## src/rtl/alu_mul_ctrl.sv

```systemverilog
// Shift-add 32x32->64 multiplier that borrows the execute-stage ALU as its adder; signed mode under `ALU_MUL_SIGNED_EN`.
// Latency: resp_valid 32 edges after accept (36 for signed requests).
// Backpressure: one op in flight, req_ready low until the response handshake; response held stable while resp_ready=0.
module alu_mul_ctrl #(
    parameter logic [3:0] ALU_ADD  = 4'b0010,
    parameter logic [3:0] ALU_SUB  = 4'b0110,
    parameter logic [3:0] ALU_NOR  = 4'b1100,
    parameter logic [3:0] ALU_IDLE = 4'b0000
) (
    input  logic        clk,
    input  logic        rst,
    input  logic        req_valid,
    output logic        req_ready,
    input  logic [31:0] req_a,
    input  logic [31:0] req_b,
`ifdef ALU_MUL_SIGNED_EN
    input  logic        req_signed,
`endif
    output logic        resp_valid,
    input  logic        resp_ready,
    output logic [31:0] resp_hi,
    output logic [31:0] resp_lo,
    output logic        resp_ovf,
    output logic [31:0] alu_src1,
    output logic [31:0] alu_src2,
    output logic [3:0]  alu_ctrl,
    input  logic [31:0] alu_result,
    input  logic        alu_cout
);

    typedef enum logic [2:0] {
        IDLE   = 3'd0,
        RUN    = 3'd1,
        DONE   = 3'd2
`ifdef ALU_MUL_SIGNED_EN
        ,
        ABS_A  = 3'd3,
        ABS_B  = 3'd4,
        NEG_LO = 3'd5,
        NEG_HI = 3'd6
`endif
    } state_t;

    state_t      state_q, state_d;
    logic [31:0] m_q, m_d;
    logic [31:0] hi_q, hi_d;
    logic [31:0] lo_q, lo_d;
    logic [5:0]  cnt_q, cnt_d;
    logic        req_ready_q, req_ready_d;
    logic        resp_valid_q, resp_valid_d;
    logic [31:0] resp_hi_q, resp_hi_d;
    logic [31:0] resp_lo_q, resp_lo_d;
    logic        resp_ovf_q, resp_ovf_d;
    logic        sgn_q, sgn_d;
`ifdef ALU_MUL_SIGNED_EN
    logic        neg_q, neg_d;
    logic        c_q, c_d;
`endif

    always_comb begin
        state_d      = state_q;
        m_d          = m_q;
        hi_d         = hi_q;
        lo_d         = lo_q;
        cnt_d        = cnt_q;
        req_ready_d  = req_ready_q;
        resp_valid_d = resp_valid_q;
        resp_hi_d    = resp_hi_q;
        resp_lo_d    = resp_lo_q;
        resp_ovf_d   = resp_ovf_q;
        sgn_d        = sgn_q;
`ifdef ALU_MUL_SIGNED_EN
        neg_d        = neg_q;
        c_d          = c_q;
`endif
        alu_src1     = 32'd0;
        alu_src2     = 32'd0;
        alu_ctrl     = ALU_IDLE;

        case (state_q)
            IDLE: begin
                if (req_valid && req_ready_q) begin
                    m_d         = req_a;
                    lo_d        = req_b;
                    hi_d        = 32'd0;
                    cnt_d       = 6'd0;
                    req_ready_d = 1'b0;
`ifdef ALU_MUL_SIGNED_EN
                    sgn_d   = req_signed;
                    neg_d   = req_signed & (req_a[31] ^ req_b[31]);
                    c_d     = 1'b0;
                    state_d = req_signed ? ABS_A : RUN;
`else
                    sgn_d   = 1'b0;
                    state_d = RUN;
`endif
                end
            end
            RUN: begin
                alu_src1 = hi_q;
                alu_src2 = lo_q[0] ? m_q : 32'd0;
                alu_ctrl = ALU_ADD;
                // Product shifts right through HI:LO; cout is bit 32 of the partial sum.
                hi_d  = {alu_cout, alu_result[31:1]};
                lo_d  = {alu_result[0], lo_q[31:1]};
                cnt_d = cnt_q + 6'd1;
                if (cnt_q == 6'd31) begin
`ifdef ALU_MUL_SIGNED_EN
                    state_d = sgn_q ? NEG_LO : DONE;
`else
                    state_d = DONE;
`endif
                end
            end
            DONE: begin
                if (resp_ready) begin
                    state_d      = IDLE;
                    resp_valid_d = 1'b0;
                    resp_hi_d    = 32'd0;
                    resp_lo_d    = 32'd0;
                    resp_ovf_d   = 1'b0;
                    req_ready_d  = 1'b1;
                end
            end
`ifdef ALU_MUL_SIGNED_EN
            ABS_A: begin
                alu_src2 = m_q;
                alu_ctrl = ALU_SUB;
                if (m_q[31]) m_d = alu_result;
                state_d = ABS_B;
            end
            ABS_B: begin
                alu_src2 = lo_q;
                alu_ctrl = ALU_SUB;
                if (lo_q[31]) lo_d = alu_result;
                state_d = RUN;
            end
            NEG_LO: begin
                alu_src2 = lo_q;
                alu_ctrl = ALU_SUB;
                // 0-LO carries out only when LO==0, i.e. the +1 ripples into HI.
                if (neg_q) begin
                    lo_d = alu_result;
                    c_d  = alu_cout;
                end
                state_d = NEG_HI;
            end
            NEG_HI: begin
                if (c_q) begin
                    alu_src2 = hi_q;
                    alu_ctrl = ALU_SUB;
                end else begin
                    alu_src1 = hi_q;
                    alu_src2 = hi_q;
                    alu_ctrl = ALU_NOR;
                end
                if (neg_q) hi_d = alu_result;
                state_d = DONE;
            end
`endif
            default: state_d = IDLE;
        endcase

        if (state_d == DONE && state_q != DONE) begin
            resp_valid_d = 1'b1;
            resp_hi_d    = hi_d;
            resp_lo_d    = lo_d;
            resp_ovf_d   = sgn_q ? (hi_d != {32{lo_d[31]}}) : (hi_d != 32'd0);
        end
    end

    always_ff @(posedge clk or posedge rst) begin
        if (rst) begin
            state_q      <= IDLE;
            m_q          <= 32'd0;
            hi_q         <= 32'd0;
            lo_q         <= 32'd0;
            cnt_q        <= 6'd0;
            req_ready_q  <= 1'b1;
            resp_valid_q <= 1'b0;
            resp_hi_q    <= 32'd0;
            resp_lo_q    <= 32'd0;
            resp_ovf_q   <= 1'b0;
            sgn_q        <= 1'b0;
`ifdef ALU_MUL_SIGNED_EN
            neg_q        <= 1'b0;
            c_q          <= 1'b0;
`endif
        end else begin
            state_q      <= state_d;
            m_q          <= m_d;
            hi_q         <= hi_d;
            lo_q         <= lo_d;
            cnt_q        <= cnt_d;
            req_ready_q  <= req_ready_d;
            resp_valid_q <= resp_valid_d;
            resp_hi_q    <= resp_hi_d;
            resp_lo_q    <= resp_lo_d;
            resp_ovf_q   <= resp_ovf_d;
            sgn_q        <= sgn_d;
`ifdef ALU_MUL_SIGNED_EN
            neg_q        <= neg_d;
            c_q          <= c_d;
`endif
        end
    end

    assign req_ready  = req_ready_q;
    assign resp_valid = resp_valid_q;
    assign resp_hi    = resp_hi_q;
    assign resp_lo    = resp_lo_q;
    assign resp_ovf   = resp_ovf_q;

endmodule

```

## config.mk

```make
export PLATFORM = sky130hd
export DESIGN_NAME = alu_mul_ctrl
export DESIGN_NICKNAME = d
export VERILOG_FILES = /design/src/rtl/alu_mul_ctrl.sv
export SDC_FILE = /design/constraint.sdc
export NUM_CORES = 1
export LEC_CHECK = 0
export CAP_MARGIN = 10
export CORE_MARGIN = 1
export CORE_UTILIZATION = 45
export DETAILED_ROUTE_END_ITERATION = 16
export MAX_ROUTING_LAYER = met4
export PLACE_DENSITY = 0.76
export SYNTH_ARGS = -nofsm -noshare
export SYNTH_HDL_FRONTEND = slang
export SYNTH_SLANG_ARGS = --single-unit
```

## constraint.sdc

```tcl
create_clock -name clk -period 5.94 [get_ports clk]
set_input_delay 0.594 -clock clk [delete_from_list [all_inputs] [get_ports clk]]
set_output_delay 0.594 -clock clk [all_outputs]
set_load 0.01 [all_outputs]
```

==> results.json <==
{
  "areaGrowthSynthToFinish_pct": 41.3,
  "switchingPower_mw": 0.510,
  "dieHeight_um": 128,
  "sequentialPowerShare_pct": 47.6,
  "fin_setup_tns_ps": 0,
  "worst_setup_path_start_kind": "flip-flop",
  "slew_headroom_pct": 25.6,
  "num_io_pins": 236,
  "vias_per_cell": 5.81,
  "hold_buffers": 0,
  "hold_depth": 1,
  "synthArstFlopShare_pct": 100,
  "synth_edf_count": 0,
  "drtPass1Iterations": 5,
  "finalWirelength_mm": 19.5,
  "worstHoldPathType": "flip-flop to flip-flop",
  "switching_share_pct": 20.7,
  "synth.distinct_cells": 39,
  "wl_per_cell_um": 20.1,
  "ys_warn_count": 0,
  "num_antenna_cells": 0,
  "r2r-start": "state_q[1]$_DFF_PP0_",
  "finalCriticalPeriod_ps": 4220,
  "ir_worst_vdd_uv": 185,
  "synth.cell_area_um2": 7160,
  "drtIter0Drc": 444,
  "internal_power_mw": 1.95,
  "die_w_um": 128,
  "fmax_ghz": 0.237,
  "worst-path-max-fanout": 68,
  "worstPathRequired_ps": 5350,
  "grt_use_met3_pct": 5.93,
  "pwr_density_cell_nw_per_um2": 243,
  "clkTransAtPathRegs_ps": 60,
  "synth_seq_area_share_pct": 60.1,
  "vias": 5644,
  "ff2ff_path_depth": 6,
  "worstPathCellList": "nor2_2, nand2_2, inv_2, and3_1, clkdlybuf4s50_1",
  "clock_latency_ps": 420,
  "grt_usage_pct": 25.1,
  "rows": 45,
  "outcome": "complete, no violations",
  "p_clk_share_pct": 48.0,
  "worstMarginPinSlew_ps": 1110,
  "portBuffers": 232,
  "post_cts_buffers": 0,
  "slowest_stage": "nor2_2",
  "setup_viol": 0,
  "ant_nets": 0,
  "period_share_pct": 71.1,
  "hpwl_mm": 12.7,
  "drive_gt1_share_pct": 10.4,
  "fillers": 1112,
  "hold_violations": 0,
  "synthCells": 544,
  "cp.arrival_ps": 3630,
  "initial_core_util_pct": 46.6,
  "cp_slowest_stage_delay_ps": 870,
  "cts_num_sinks": 172,
  "grt_util_met2_pct": 38.4,
  "grtUsageMet1_pct": 32.9,
  "p_leak_nw": 4.73,
  "cts_buffer_depth": 2,
  "core-area_um2": 15400,
  "cts_tree": "yes",
  "combinationalPowerShare_pct": 4.4,
  "avgSynthCellArea_um2": 13.2,
  "cts_htree_levels": 4,
  "min_from": "resp_ovf$_DFFE_PP0P_",
  "grt_overflow": 0,
  "synthFlopType": "dfrtp_1",
  "hold_end": "resp_ovf$_DFFE_PP0P_",
  "grt_pass1_vias": 5727,
  "power_mw": 2.46,
  "fin_nets": 849,
  "grt_max_degree": 126,
  "cts_inserted_buffers": 17,
  "cts_root_buf": "clkbuf_16",
  "synth_seq_cells": 172,
  "dieArea_um2": 16400,
  "ff2ff_setup_slack_ps": 2110,
  "gp_congestion": 0.834,
  "drv_slew": 0,
  "rsz0062_at_grt": "no",
  "finClkSkew_ps": 7.71,
  "antenna_found_initial": 0,
  "drc_errors": 0,
  "regToRegEndpoint": "resp_lo[21]$_DFFE_PP0P_",
  "grt_pass1_wl_mm": 30.5,
  "crit_type": "flip-flop to output pin",
  "post_cts_resize_count": 0,
  "busiest_layer": "met2",
  "critPathCaptureType": "output pin",
  "maxCapViolCount": 0
}
==> placed cells by master, fill, tap and decap left out, drive strengths merged, types with 2 or more instances in the layout <==
cell,Yosys,layout
a21oi,4,4
a221o,32,32
a22o,98,98
and3,64,64
buf,39,6
bufinv,0,4
clkbuf,18,19
clkdlybuf4s50,0,232
clkinv,0,5
conb,1,4
dfrtp,171,171
inv,3,6
mux2,32,32
nand2,7,7
nand3,2,2
nand4,2,2
nor2,7,7
nor2b,3,3
nor3,2,2
nor4,9,9
o21a,32,32
o21ai,2,2
o21bai,2,2
xnor2,3,3
==> Yosys cell counts, types with 2 or more instances <==
master,number,area share (%)
nand3_1,2,0.14
nor4_1,8,0.70
a22o_1,98,12
clkbuf_1,18,0.94
o21a_1,32,3.4
buf_2,25,1.7
and3_1,64,5.6
mux2_2,32,5.0
o21ai_0,2,0.14
nand2_1,6,0.31
nor2_1,6,0.31
nor2b_1,3,0.26
buf_6,7,1.1
inv_1,2,0.10
nor3_1,2,0.14
a21oi_1,3,0.21
dfrtp_1,171,60
buf_4,7,0.73
nand4_1,2,0.17
xnor2_1,3,0.37
o21bai_1,2,0.21
a221o_1,32,4.5
==> critical path, delay by kind of cell, from the launching register on <==
family / cells / cell delay [ps]
flops: 1 / 430
simple gates: 3 / 1350
buf+inv: 2 / 1360
==> cell families after synthesis <==
family                     after synthesis  synth area share [%]
AOI/OAI and AO/OA                      172                  20.8
DFF                                    172                  60.1
and+or+nand+nor                        103                  8.72
buffers and inverters                   60                  4.68
muxes                                   32                  5.03
xor gates and xnor gates                 3                 0.367
adders and majority gates                1                 0.175
other                                    1                0.0524
==> layer usage <==
metal,vias up,share of wire [%]
li1,2479,-
met1,2866,43
met2,273,47
met3,26,7.8
met4,0,2.3
met5,-,0
==> state kept, by name, summed over array words and instances (netlist names), 3 cells and up <==
name,flops
cnt_q,6
lo_q,32
m_q,32
hi_q,32
resp_hi,32
state_q,3
resp_lo,32
==> through the flow <==
step                instance area, um2  worst slack (ps)  hold WS (ps)  instances  utilization (%)
floorplan                         7170               688           472        547                -
global placement                  9490              2330           472        939             61.7
detailed placement                9490              2140           482        939             61.7
CTS                              10100              1730           501        971             65.8
global route                     10100              1450           517        971             65.8
finish                           10100              1720           499        971             65.8
==> power groups by stage <==
| stage | logic [mW] | registers (mW) | clock network (mW) |
|---|---|---|---|
| 5_1_grt | 0.117 | 1.17 | 1.26 |
| 3_3_place_gp | 0.108 | 1.19 | 0 |
| 2_1_floorplan | 0.0295 | 1.19 | 0 |
| 6_report | 0.108 | 1.17 | 1.18 |
| 3_5_place_dp | 0.109 | 1.19 | 0 |
| 4_1_cts | 0.110 | 1.17 | 1.20 |
==> area by class of cell <==
type | instances | area [um2] | area share (%)
multi-input combinational | 315 | 2530 | 25.0
inverter | 3 | 16.3 | 0.161
sequential | 172 | 4310 | 42.6
timing repair buffer | 238 | 2370 | 23.4
tap | 211 | 264 | 2.61
clock buffer | 19 | 443 | 4.38
clock inverter | 13 | 189 | 1.87
==> how the worst max path moves through the flow <==
| stage | startpoint | end | slack, ps | depth (start not counted) |
|---|---|---|---|---|
| floorplan | rst | cnt_q[0]$_DFFE_PP0P_ | 690 | 1 |
| global placement | state_q[1]$_DFF_PP0_ | resp_lo[19]$_DFFE_PP0P_ | 2330 | 6 |
| detailed placement | state_q[1]$_DFF_PP0_ | resp_lo[30]$_DFFE_PP0P_ | 2140 | 6 |
| CTS | state_q[1]$_DFF_PP0_ | alu_src2[30] | 1730 | 5 |
| global route | state_q[1]$_DFF_PP0_ | alu_src2[1] | 1450 | 5 |
| finish | state_q[1]$_DFF_PP0_ | alu_src2[1] | 1720 | 5 |
Power figures use the tool's default switching activity.
